## config.mk

```make
export PLATFORM = sky130hd
export DESIGN_NAME = pulse_dispatch
export DESIGN_NICKNAME = d
export VERILOG_FILES = /design/src/rtl/pulse_dispatch_pkg.sv /design/src/rtl/cmd_fifo.sv /design/src/rtl/pulse_dispatch.sv
export SDC_FILE = /design/constraint.sdc
export NUM_CORES = 1
export LEC_CHECK = 0
export ABC_CLOCK_PERIOD_IN_PS = 12700
export CORE_ASPECT_RATIO = 0.6
export CORE_MARGIN = 5
export CORE_UTILIZATION = 54
export DETAILED_ROUTE_END_ITERATION = 7
export GPL_TIMING_DRIVEN = 0
export PLACE_DENSITY_LB_ADDON = 0.2
export SYNTH_ARGS = -nofsm -noshare
export SYNTH_HDL_FRONTEND = slang
export SYNTH_SLANG_ARGS = --single-unit
```

## constraint.sdc

```tcl
create_clock -name clk -period 12.7 [get_ports clk]
set_clock_uncertainty 0.05 [all_clocks]
set_input_delay 2.54 -clock clk [delete_from_list [all_inputs] [get_ports clk]]
set_output_delay 2.54 -clock clk [all_outputs]
set_load 0.02 [all_outputs]
```

## src/rtl/pulse_dispatch_pkg.sv

```systemverilog
// Shared widths and the queued-command record for the pulse dispatcher.
// Field "ts" carries the fire time ("time" is a reserved word).
package pulse_dispatch_pkg;

    localparam int PULSE_OUT_WIDTH = 72;
    localparam int DEF_DATA_WIDTH  = 32;
    localparam int DEF_CHAN_W      = 2;

    typedef struct packed {
        logic [DEF_DATA_WIDTH-1:0]  ts;
        logic [DEF_CHAN_W-1:0]      chan;
        logic [PULSE_OUT_WIDTH-1:0] cmd;
    } entry_t;

    function automatic int entry_width(input int data_w, input int chan_w, input int cmd_w);
        return data_w + chan_w + cmd_w;
    endfunction

endpackage

```

## src/rtl/cmd_fifo.sv

```systemverilog
// Circular command queue: power-of-2 depth, show-ahead head, synchronous flush.
module cmd_fifo #(
    parameter int WIDTH = 8,
    parameter int DEPTH = 8
) (
    input  logic                     clk,
    input  logic                     reset,
    input  logic                     push,
    input  logic                     pop,
    input  logic                     flush,
    input  logic [WIDTH-1:0]         wr_data,
    output logic [WIDTH-1:0]         head,
    output logic [$clog2(DEPTH):0]   count
);

    localparam int PTR_W = $clog2(DEPTH);
    localparam int CNT_W = PTR_W + 1;

    logic [WIDTH-1:0] mem_q [DEPTH];
    logic [PTR_W-1:0] wr_ptr_q, wr_ptr_d;
    logic [PTR_W-1:0] rd_ptr_q, rd_ptr_d;
    logic [CNT_W-1:0] count_q, count_d;

    always_comb begin
        wr_ptr_d = wr_ptr_q;
        rd_ptr_d = rd_ptr_q;
        count_d  = count_q;
        if (flush) begin
            wr_ptr_d = '0;
            rd_ptr_d = '0;
            count_d  = '0;
        end else begin
            // Pointer width equals log2(DEPTH), so increments wrap modulo DEPTH.
            if (push) wr_ptr_d = wr_ptr_q + PTR_W'(1);
            if (pop)  rd_ptr_d = rd_ptr_q + PTR_W'(1);
            case ({push, pop})
                2'b10:   count_d = count_q + CNT_W'(1);
                2'b01:   count_d = count_q - CNT_W'(1);
                default: count_d = count_q;
            endcase
        end
    end

    always_ff @(posedge clk or posedge reset) begin
        if (reset) begin
            wr_ptr_q <= '0;
            rd_ptr_q <= '0;
            count_q  <= '0;
        end else begin
            wr_ptr_q <= wr_ptr_d;
            rd_ptr_q <= rd_ptr_d;
            count_q  <= count_d;
        end
    end

    always_ff @(posedge clk) begin
        if (push && !flush) mem_q[wr_ptr_q] <= wr_data;
    end

    assign head  = mem_q[rd_ptr_q];
    assign count = count_q;

endmodule

```

## src/rtl/pulse_dispatch.sv

```systemverilog
// Time-triggered pulse dispatcher: fires queued commands on a free-running
// quantum clock, dropping (and flagging) entries whose time already passed.
module pulse_dispatch #(
    parameter int DATA_WIDTH      = 32,
    parameter int PULSE_OUT_WIDTH = pulse_dispatch_pkg::PULSE_OUT_WIDTH,
    parameter int N_CHAN          = 4,
    parameter int DEPTH           = 8
) (
    input  logic                              clk,
    input  logic                              reset,
    input  logic                              in_valid,
    output logic                              in_ready,
    input  logic [DATA_WIDTH-1:0]             in_time,
    input  logic [$clog2(N_CHAN)-1:0]         in_chan,
    input  logic [PULSE_OUT_WIDTH-1:0]        in_cmd,
    input  logic                              qclk_load_en,
    input  logic [DATA_WIDTH-1:0]             qclk_load_val,
    input  logic                              flush,
    input  logic                              err_clear,
    output logic [DATA_WIDTH-1:0]             qclk_out,
    output logic [N_CHAN*PULSE_OUT_WIDTH-1:0] cmd_out,
    output logic [N_CHAN-1:0]                 cstrobe_out,
    output logic                              late_err,
    output logic [$clog2(DEPTH):0]            count
);

    import pulse_dispatch_pkg::*;

    localparam int CHAN_W  = $clog2(N_CHAN);
    localparam int CNT_W   = $clog2(DEPTH) + 1;
    localparam int ENTRY_W = entry_width(DATA_WIDTH, CHAN_W, PULSE_OUT_WIDTH);
    localparam logic [CNT_W-1:0] FULL_CNT = CNT_W'(DEPTH);

    typedef struct packed {
        logic [DATA_WIDTH-1:0]      ts;
        logic [CHAN_W-1:0]          chan;
        logic [PULSE_OUT_WIDTH-1:0] cmd;
    } dispatch_entry_t;

    dispatch_entry_t            in_entry, head;
    logic [DATA_WIDTH-1:0]      qclk_q, qclk_d, slack;
    logic [N_CHAN-1:0]          strobe_q, strobe_d;
    logic [PULSE_OUT_WIDTH-1:0] cmd_q [N_CHAN];
    logic                       late_q, late_d;
    logic                       non_empty, fire, drop, push, pop;

    assign in_entry = '{ts: in_time, chan: in_chan, cmd: in_cmd};

    cmd_fifo #(
        .WIDTH (ENTRY_W),
        .DEPTH (DEPTH)
    ) u_fifo (
        .clk     (clk),
        .reset   (reset),
        .push    (push),
        .pop     (pop),
        .flush   (flush),
        .wr_data (in_entry),
        .head    (head),
        .count   (count)
    );

    assign in_ready  = (count != FULL_CNT);
    assign push      = in_valid & in_ready;
    assign non_empty = (count != '0);
    // Wrapping difference: a negative slack means the head's time has passed.
    assign slack     = head.ts - qclk_q;
    assign fire      = non_empty && (slack == '0) && !flush;
    assign drop      = non_empty && slack[DATA_WIDTH-1] && !flush;
    assign pop       = fire | drop;

    always_comb begin
        qclk_d   = qclk_load_en ? qclk_load_val : qclk_q + DATA_WIDTH'(1);
        late_d   = drop | (late_q & ~err_clear);
        strobe_d = '0;
        for (int unsigned c = 0; c < N_CHAN; c++) begin
            strobe_d[c] = fire && (head.chan == CHAN_W'(c));
        end
    end

    always_ff @(posedge clk or posedge reset) begin
        if (reset) begin
            qclk_q   <= '0;
            strobe_q <= '0;
            late_q   <= 1'b0;
            for (int unsigned c = 0; c < N_CHAN; c++) cmd_q[c] <= '0;
        end else begin
            qclk_q   <= qclk_d;
            strobe_q <= strobe_d;
            late_q   <= late_d;
            for (int unsigned c = 0; c < N_CHAN; c++) begin
                if (strobe_d[c]) cmd_q[c] <= head.cmd;
            end
        end
    end

    always_comb begin
        cmd_out = '0;
        for (int unsigned c = 0; c < N_CHAN; c++) begin
            cmd_out[c*PULSE_OUT_WIDTH +: PULSE_OUT_WIDTH] = cmd_q[c];
        end
    end

    assign qclk_out    = qclk_q;
    assign cstrobe_out = strobe_q;
    assign late_err    = late_q;

endmodule

```

==> impl_metrics.json <==
{
  "run_status": "finished, final reports clean",
  "synth_top_cell_area_share": 0.5362,
  "synthesis.nets": 2722,
  "area_growth_syn_to_layout_pct": 22.66,
  "post-cts-setup-buffer-count": 0,
  "i_o_pins": 474,
  "setup_viol_count_final": 0,
  "synth_ff_type": "sky130_fd_sc_hd__edfxtp_1",
  "post-dp-hpwl_mm": 85.32,
  "tritoncts.num_buffers": 104,
  "yosysMostFrequentCell": "sky130_fd_sc_hd__edfxtp_1",
  "worstPathRequired_ns": 13.21,
  "grt_overflow_total": 0,
  "top_post_synthesis_cells_by_count": "sky130_fd_sc_hd__edfxtp_1, sky130_fd_sc_hd__dfrtp_1, sky130_fd_sc_hd__mux2_2",
  "yosys_warnings": 0,
  "num_rows": 84,
  "synth_async_sr_flop_share": 0.2832,
  "vias": 26440,
  "die-height_um": 239.7,
  "avgRoutedWirePerCell_um": 27.38,
  "hold_class": "reg2reg",
  "yosys_cell_types": 73,
  "r2r_cells": 24,
  "ir_drop_uv": 128.8,
  "worst_ep_arrival_time_ns": 11.47,
  "wirelength_mm": 121.6,
  "leakage_nw": 21.16,
  "routed-wl-met2_mm": 57.61,
  "fin_cells": 4441,
  "grt_antenna_before_repair": 15,
  "synth_enable_flop_cells": 848,
  "core_area_um2": 87440,
  "synthesis.instances": 2541,
  "ys_seq_elements": 1183,
  "drtAntennaViolNets": 0,
  "final.min_clock_period_ns": 10.96,
  "cts_root_buf": "sky130_fd_sc_hd__clkbuf_16",
  "timing.final.max_slew_violations": 0,
  "path_class": "reg2reg",
  "maxCapViolCount": 0,
  "clk-insertion-delay-late_ns": 0.70,
  "grt_first_pass_wirelength_mm": 179.5,
  "power_density_nw_per_um2": 160.2,
  "die_w_um": 392.9,
  "grt_util_all_layers": 0.2593,
  "path_clk_slew_ns": 0.07,
  "nets": 3358,
  "detail_route.vias_per_cell": 5.954,
  "cp-startpoint": "u_fifo.rd_ptr_q[0]",
  "first_iter_violations": 2320,
  "tritoncts": "built",
  "grt_max_degree": 133,
  "grt_pass1_vias": 27140,
  "reg2reg_end": "u_fifo.count[3]",
  "post_route_cells_drive_above_1_share": 0.2328,
  "cts_hold_bufs": 0,
  "m1WireLength_mm": 52.37,
  "critical_path.startpoint_type": "flop",
  "post-place-cells": 4232,
  "crit_path_max_fanout": 10,
  "holdWs_ns": 0.4396,
  "initial_utilization": 0.5431,
  "route.top_layer_used": "met5",
  "clock_sink_count": 1183,
  "synth_seq_area_share": 0.7127,
  "per_instance_average_area_after_synthesis_um2": 18.69,
  "rr_startpoint": "u_fifo.rd_ptr_q[0]",
  "synth_top_area_cell": "sky130_fd_sc_hd__edfxtp_1",
  "cts_max_level": 3,
  "achievable-frequency_ghz": 0.09121,
  "layout_worst_path_cycle_share": 0.8633,
  "clockBufferDepth": 3,
  "gp_routability_congestion": 0.9241,
  "worst_relative_slew_slack": 0.1789,
  "final-hold-violation-count": 0,
  "unrepaired_setup_endpoints_after_global_routing": "false",
  "port-buffer-count": 472,
  "die_area_um2": 94170,
  "r2r_slack_ns": 1.74,
  "tightestPinTransition_ns": 1.232,
  "cp-endpoint": "u_fifo.count[3]",
  "biggest_area_contributors_in_the_synthesized_netlist": "sky130_fd_sc_hd__edfxtp_1, sky130_fd_sc_hd__dfrtp_1, sky130_fd_sc_hd__mux4_2",
  "setup.worst_path.end_class": "flop",
  "cts_resized": 0,
  "drc_errors": 0,
  "drt_first_pass_iters": 5,
  "met3RoutedLength_mm": 9.167,
  "mappedNetlistArea_um2": 47490
}
## critical path: stages, from the launching register on
cell                       delay (ns)
sky130_fd_sc_hd__dfrtp_1         0.40
sky130_fd_sc_hd__clkbuf_1        0.46
sky130_fd_sc_hd__clkbuf_1        0.75
sky130_fd_sc_hd__clkbuf_1        0.80
sky130_fd_sc_hd__buf_1           0.76
sky130_fd_sc_hd__clkbuf_1        0.96
sky130_fd_sc_hd__mux4_2          0.62
sky130_fd_sc_hd__mux2_2          0.32
sky130_fd_sc_hd__ha_1            0.28
sky130_fd_sc_hd__clkbuf_1        0.22
sky130_fd_sc_hd__a21oi_1         0.34
sky130_fd_sc_hd__nand2_1         0.16
sky130_fd_sc_hd__o21ai_0         0.82
sky130_fd_sc_hd__a311oi_1        0.41
sky130_fd_sc_hd__nor4_1          0.35
sky130_fd_sc_hd__nand4_1         0.29
sky130_fd_sc_hd__or4_1           0.66
sky130_fd_sc_hd__clkbuf_1        0.28
sky130_fd_sc_hd__a21oi_1         0.33
sky130_fd_sc_hd__ha_1            0.29
sky130_fd_sc_hd__a21o_1          0.18
sky130_fd_sc_hd__a21oi_1         0.26
sky130_fd_sc_hd__nand2b_1        0.19
sky130_fd_sc_hd__mux2i_1         0.07
sky130_fd_sc_hd__or4_1           0.54
## per-stage QoR
| stage | utilization | setup TNS, ns | total power, mW | setup WS [ns] | area, um^2 |
|---|---|---|---|---|---|
| 3_3_place_gp | 0.6138 | -3119.00 | 6.190 | -6.861 | 53670 |
| 6_report | 0.6662 | 0 | 9.332 | 1.736 | 58250 |
| 5_1_grt | 0.6660 | 0 | 9.720 | 1.148 | 58240 |
| 2_1_floorplan | - | 0 | 5.607 | 0.8285 | 47490 |
| 4_1_cts | 0.6658 | 0 | 9.381 | 1.557 | 58220 |
| 3_5_place_dp | 0.6260 | 0 | 6.217 | 1.567 | 54740 |
## state kept, by name (all words and copies together) (netlist names)
name	count
qclk_out	32
late_err	1
u_fifo.wr_ptr_q	3
u_fifo.rd_ptr_q	3
cstrobe_out	4
u_fifo.mem_q	848
u_fifo.count	4
cmd_out	288
## routing by layer
layer / vias up / track usage
met3: 157 / 0.05945
met5: - / 0
li1: 11410 / -
met4: 8 / 0.05737
met1: 13920 / 0.3826
met2: 942 / 0.4028
## cell usage in the layout (no fill, tap or decap), types with 14 or more instances in the layout
cell                              instances
sky130_fd_sc_hd__mux2_1                 121
sky130_fd_sc_hd__clkdlybuf4s50_1        472
sky130_fd_sc_hd__o21a_1                  15
sky130_fd_sc_hd__mux2_2                 273
sky130_fd_sc_hd__nand4_1                 21
sky130_fd_sc_hd__clkbuf_16              108
sky130_fd_sc_hd__o21ai_0                 53
sky130_fd_sc_hd__and3_1                  14
sky130_fd_sc_hd__clkinv_1                15
sky130_fd_sc_hd__ha_1                    36
sky130_fd_sc_hd__nor2_1                  41
sky130_fd_sc_hd__mux4_2                 212
sky130_fd_sc_hd__a21oi_1                 48
sky130_fd_sc_hd__edfxtp_1               848
sky130_fd_sc_hd__o211ai_1                19
sky130_fd_sc_hd__buf_12                  21
sky130_fd_sc_hd__xnor2_1                 36
sky130_fd_sc_hd__inv_1                   41
sky130_fd_sc_hd__nor3_1                  26
sky130_fd_sc_hd__buf_2                   30
sky130_fd_sc_hd__clkbuf_8                16
sky130_fd_sc_hd__nand3_1                 41
sky130_fd_sc_hd__nand2_1                 93
sky130_fd_sc_hd__dfrtp_1                335
sky130_fd_sc_hd__clkbuf_1               101
sky130_fd_sc_hd__buf_6                   15
## cell families (layout without fill, tap and decap cells)
family	after synthesis	count (layout)	share of synthesized area
compound gates	195	195	0.02695
fa+ha+maj	37	37	0.009906
xor+xnor	39	39	0.007192
simple gates	304	304	0.03280
buf+inv	164	892	0.01375
other cells	0	11	0
flops	1183	1183	0.7127
mux	619	619	0.1967
## area by class of cell
type / instances / area, um^2
diodes: 11 / 27.53
plain buffers: 122 / 498.0
clock buffers: 150 / 3028
clock inverters: 48 / 450.4
fillers: 5773 / 29190
inverters: 42 / 165.2
multi-input cells: 1194 / 13050
flip-flops and latches: 1183 / 33850
well taps: 1161 / 1453
repair buffers: 530 / 5737
## power breakdown
part | switching [mW] | total [mW] | internal, mW
clock network | 1.42 | 3.18 | 1.76
registers | 0.0453 | 4.31 | 4.26
logic | 1.08 | 1.85 | 0.773
total | 2.54 | 9.33 | 6.79
## worst min path at each step
stage	slack [ns]	cells after the start	from	endpoint
2_1_floorplan	0.50	2	u_fifo.wr_ptr_q[0]	u_fifo.wr_ptr_q[0]
3_3_place_gp	0.42	1	cmd_out[203]	cmd_out[203]
3_5_place_dp	0.43	1	cmd_out[84]	cmd_out[84]
4_1_cts	0.45	1	cmd_out[189]	cmd_out[189]
5_1_grt	0.45	1	cmd_out[84]	cmd_out[84]
6_report	0.44	1	cmd_out[203]	cmd_out[203]
Power figures use the tool's default switching activity.
==> RTL edit 1, RTL diff (same settings) <==
Change the parameter `DATA_WIDTH` from 32 to 16.
--- a/src/rtl/pulse_dispatch.sv
+++ b/src/rtl/pulse_dispatch.sv
@@ -1,7 +1,7 @@
 // Time-triggered pulse dispatcher: fires queued commands on a free-running
 // quantum clock, dropping (and flagging) entries whose time already passed.
 module pulse_dispatch #(
-    parameter int DATA_WIDTH      = 32,
+    parameter int DATA_WIDTH      = 16,
     parameter int PULSE_OUT_WIDTH = pulse_dispatch_pkg::PULSE_OUT_WIDTH,
     parameter int N_CHAN          = 4,
     parameter int DEPTH           = 8
Interface: changed (resized in_time, qclk_load_val and qclk_out); port bits go from 474 to 426. No check against the original RTL was run, so the function may have changed too.
==> RTL edit 1 against the original RTL <==
Via count fell by 21%; synthesized cell count is 24% lower; sequential share of layout area decreased by 0.17 points; first-iteration DRC count is 18% lower; sequential cell count is 144 lower; highest routed layer unchanged; total power down 16%; final area is 12% lower; hold slack improved by 0.018 ns; wire length down 20%; largest power group unchanged; area after synthesis fell by 13%; worst setup slack better by 3.9 ns; fmax up 54%; sequential power is 13% lower.
==> RTL edit 1: results (changes against the original RTL) <==
Synth cell types=59 (-19%); Max rail drop VDD=0.104 mV (-19%); Worst-Skew Late Latency=0.65 ns (-0.05 ns); ClkCell Share=5.95% (-0.026 points); WP data arrival=7.57 ns (-3.90 ns); Critical path origin=u_fifo.rd_ptr_q[2]; Final Wtd Congestion=0.852 (-7.9%); synth top area cells=edfxtp_1 52%, dfrtp_1 19%, mux2_4 10%; post-synthesis compound-gate area fraction=1.04% (-1.7 points); Post-Synth Adder-Cell Area=0.603% (-0.39 points); buffering overhead=11.9% (+1.2 points); Net Sw Frac=24.5% (-2.7 points); hold slack=0.457 ns (+0.0179 ns); first-pass GRT wire length=144000 um (-20%); DP HPWL=66900 um (-22%); Non-CTS inverters=23 (-45%); most common library cells after synthesis=720 x edfxtp_1, 319 x dfrtp_1, 276 x mux2_4; area of the multi-input gates=11000 um2 (-16%); crit-path max cell delay=0.76 ns (-0.20 ns); DR vias/cell=5.77 (-3.2%); Leakage Power=18.6 nW (-12%); Layout Nets=2677 (-20%); Slew @ Worst Pin=1.05 ns (-0.185 ns); # diodes=1 (-10); Placement Setup Slack=5.65 ns (+4.08 ns); number of synthesized flops with an enable pin=720 (-15%); Tot GR Track Use=23.3% (-2.6 points); hold path startpoint=cmd_out[215]; GR Util met1=34.7% (-3.6 points); Net Count, Synth=2073 (-24%); max reg flops=720 (-15%); sequential area share after synthesis=71.3% (+0.072 points); met1 WL=42700 um (-18%); share of cells above drive strength 1=32.1% (+8.8 points); initial antenna violation count=6 (-9); status=finished, final reports clean; Syn Inst Count=1941 (-24%); sequential cell area share=57.9% (-0.17 points); post-synthesis xor/xnor area fraction=0.561% (-0.16 points); met3 routed WL=7300 um (-20%); met2 WL=45000 um (-22%); clkbuf count=143 (-4.7%); placed cells=3452 (-18%); multi-input gate count=786 (-34%); largest net degree at the start of global routing=126 (-5.3%); fillers=4822 (-16%); grt met3 use=5.46% (-0.48 points); DR vias=20900 (-21%); DR iter-0 viols=1911 (-18%)
[RTL edit 1: cell types whose count changed after synthesis, moves of 34 or more]
cell	before	now
a21oi_1	48	10
mux2_2	273	104
mux2_4	0	276
edfxtp_1	848	720
mux2_1	121	0
nand2_1	93	29
o21ai_0	53	19
clkbuf_1	79	41
[RTL edit 1: per-stage QoR]
stage | TNS [ns] | utilization (%) | cell area (um2)
final | 0 | 67.4 | 51100
after global routing | 0 | 67.4 | 51100
after CTS | 0 | 67.4 | 51100
after detailed placement | 0 | 63.4 | 48100
after global placement | -3509.66 | 62.0 | 47000
after floorplan | 0 | - | 41500
[RTL edit 1: power by group through the flow]
stage	logic (mW)	registers (mW)	clock network, mW
global route	1.36	3.74	3.00
floorplan	0.843	3.83	0
detailed placement	1.26	3.80	0
finish	1.26	3.73	2.80
CTS	1.27	3.73	2.85
global placement	1.19	3.83	0
==> RTL edit 2, RTL diff (same settings) <==
Made on the original files. Register the output `count`; this adds one clock of latency there. The other outputs are not delayed to match.
--- a/src/rtl/pulse_dispatch.sv
+++ b/src/rtl/pulse_dispatch.sv
@@ -37,6 +37,8 @@
         logic [PULSE_OUT_WIDTH-1:0] cmd;
     } dispatch_entry_t;
 
+    logic [$clog2(DEPTH):0] count_c;
+
     dispatch_entry_t            in_entry, head;
     logic [DATA_WIDTH-1:0]      qclk_q, qclk_d, slack;
     logic [N_CHAN-1:0]          strobe_q, strobe_d;
@@ -57,12 +59,12 @@
         .flush   (flush),
         .wr_data (in_entry),
         .head    (head),
-        .count   (count)
+        .count   (count_c)
     );
 
-    assign in_ready  = (count != FULL_CNT);
+    assign in_ready  = (count_c != FULL_CNT);
     assign push      = in_valid & in_ready;
-    assign non_empty = (count != '0);
+    assign non_empty = (count_c != '0);
     // Wrapping difference: a negative slack means the head's time has passed.
     assign slack     = head.ts - qclk_q;
     assign fire      = non_empty && (slack == '0) && !flush;
@@ -105,5 +107,9 @@
     assign cstrobe_out = strobe_q;
     assign late_err    = late_q;
 
+    always_ff @(posedge clk) begin
+        count <= count_c;
+    end
+
 endmodule
 
Function: changed (Yosys sat finds a counterexample within 4 cycles, from zero or initial values and one cycle with reset high).
==> RTL edit 2 against the original RTL <==
Final area increased by 0.22%; hold slack barely moved; total power is 0.44% higher; worst setup slack improved by 0.054 ns; sequential share of layout area barely moved; via count about the same; count of clock-buffer cells in the layout is 1 higher; sequential cell count increased by 4; synthesized cell count is 0.16% higher; wire length decreased by 1.2%; non-clock buffer count increased by 3; area after synthesis increased by 0.15%; critical endpoint unchanged.
==> RTL edit 2: results (changes against the original RTL) <==
status=finished, final reports clean; Max rail drop VDD=0.101 mV (-21%); mux share of post-synthesis cell area=19.6% (-0.030 points); Final Cell Area=58400 um2 (+0.22%); DR iter-0 viols=2189 (-5.6%); DP HPWL=84200 um (-1.3%); Register Area=33900 um2 (+0.24%); area of the multi-input gates=13000 um2 (about the same); buffering overhead=10.8% (+0.049 points); GR Util met1=39.3% (+1.1 points); asr flop ratio synth=28.2% (-0.095 points); fillers=5789 (+0.28%); relative slew slack=12.7% (-5.2 points); DR vias=26500 (+0.064%); largest net degree at the start of global routing=128 (-3.8%); Net Count, Synth=2726 (+0.15%); met1 WL=54200 um (+3.4%); share of cells above drive strength 1=22.8% (-0.45 points); crit-path max cell delay=0.97 ns; Synth cell types=74 (+1.4%); met2 GRT Util=39.1% (-1.2 points); clkbuf count=151 (+0.67%); Tot GR Track Use=25.6% (-0.29 points); CTS buffer count=105 (+0.96%); met3 routed WL=7810 um (-15%); first-pass GRT wire length=179000 um (-0.22%); area of placed instances=54900 um2 (+0.21%); placed cells=4239 (+0.17%); vias in the first global route=27100 (-0.10%); initial antenna violation count=17 (+2); Placement Setup Slack=1.73 ns (+0.165 ns); Final Wtd Congestion=0.931 (+0.77%); synth top area cells=edfxtp_1 54%, dfrtp_1 18%, mux4_2 10%; met2 WL=55900 um (-2.9%); hold path startpoint=cmd_out[61]; Post-Synth Adder-Cell Area=0.989% (-0.0015 points); CP max stage cell=buf_1; WP data arrival=11.44 ns (-0.03 ns); Synth Register Bits=1187 (+0.34%); Layout Nets=3366 (+0.24%); most common library cells after synthesis=848 x edfxtp_1, 335 x dfrtp_1, 252 x mux2_2; grt met3 use=5.04% (-0.90 points)
## RTL edit 2: changes by cell type in the layout (fill, tap and decap cells not counted), sizes merged
cell	unedited run	this run
or4bb	0	1
dfxtp	0	4
clkinvlp	2	3
nand4bb	1	0
diode	11	10
clkbuf	229	218
clkinv	36	31
buf	101	116
inv	48	47
bufinv	4	8
## RTL edit 2: final timing paths
path / to / slack (ns) / depth (start not counted)
min: cmd_out[61] / 0.44 / 1
min in group asynchronous: cmd_out[168] / 2.11 / 2
max: u_fifo.count[3] / 1.79 / 25
max reg2reg: u_fifo.count[3] / 1.79 / 25
max in group asynchronous: qclk_out[25] / 9.21 / 4
min reg2reg: cmd_out[61] / 0.44 / 1
## RTL edit 2: power by group
part	leakage (nW)	internal [mW]	switching [mW]	total [mW]
logic	7.22	0.777	1.05	1.83
registers	12.3	4.28	0.0461	4.32
clock network	1.72	1.80	1.42	3.22
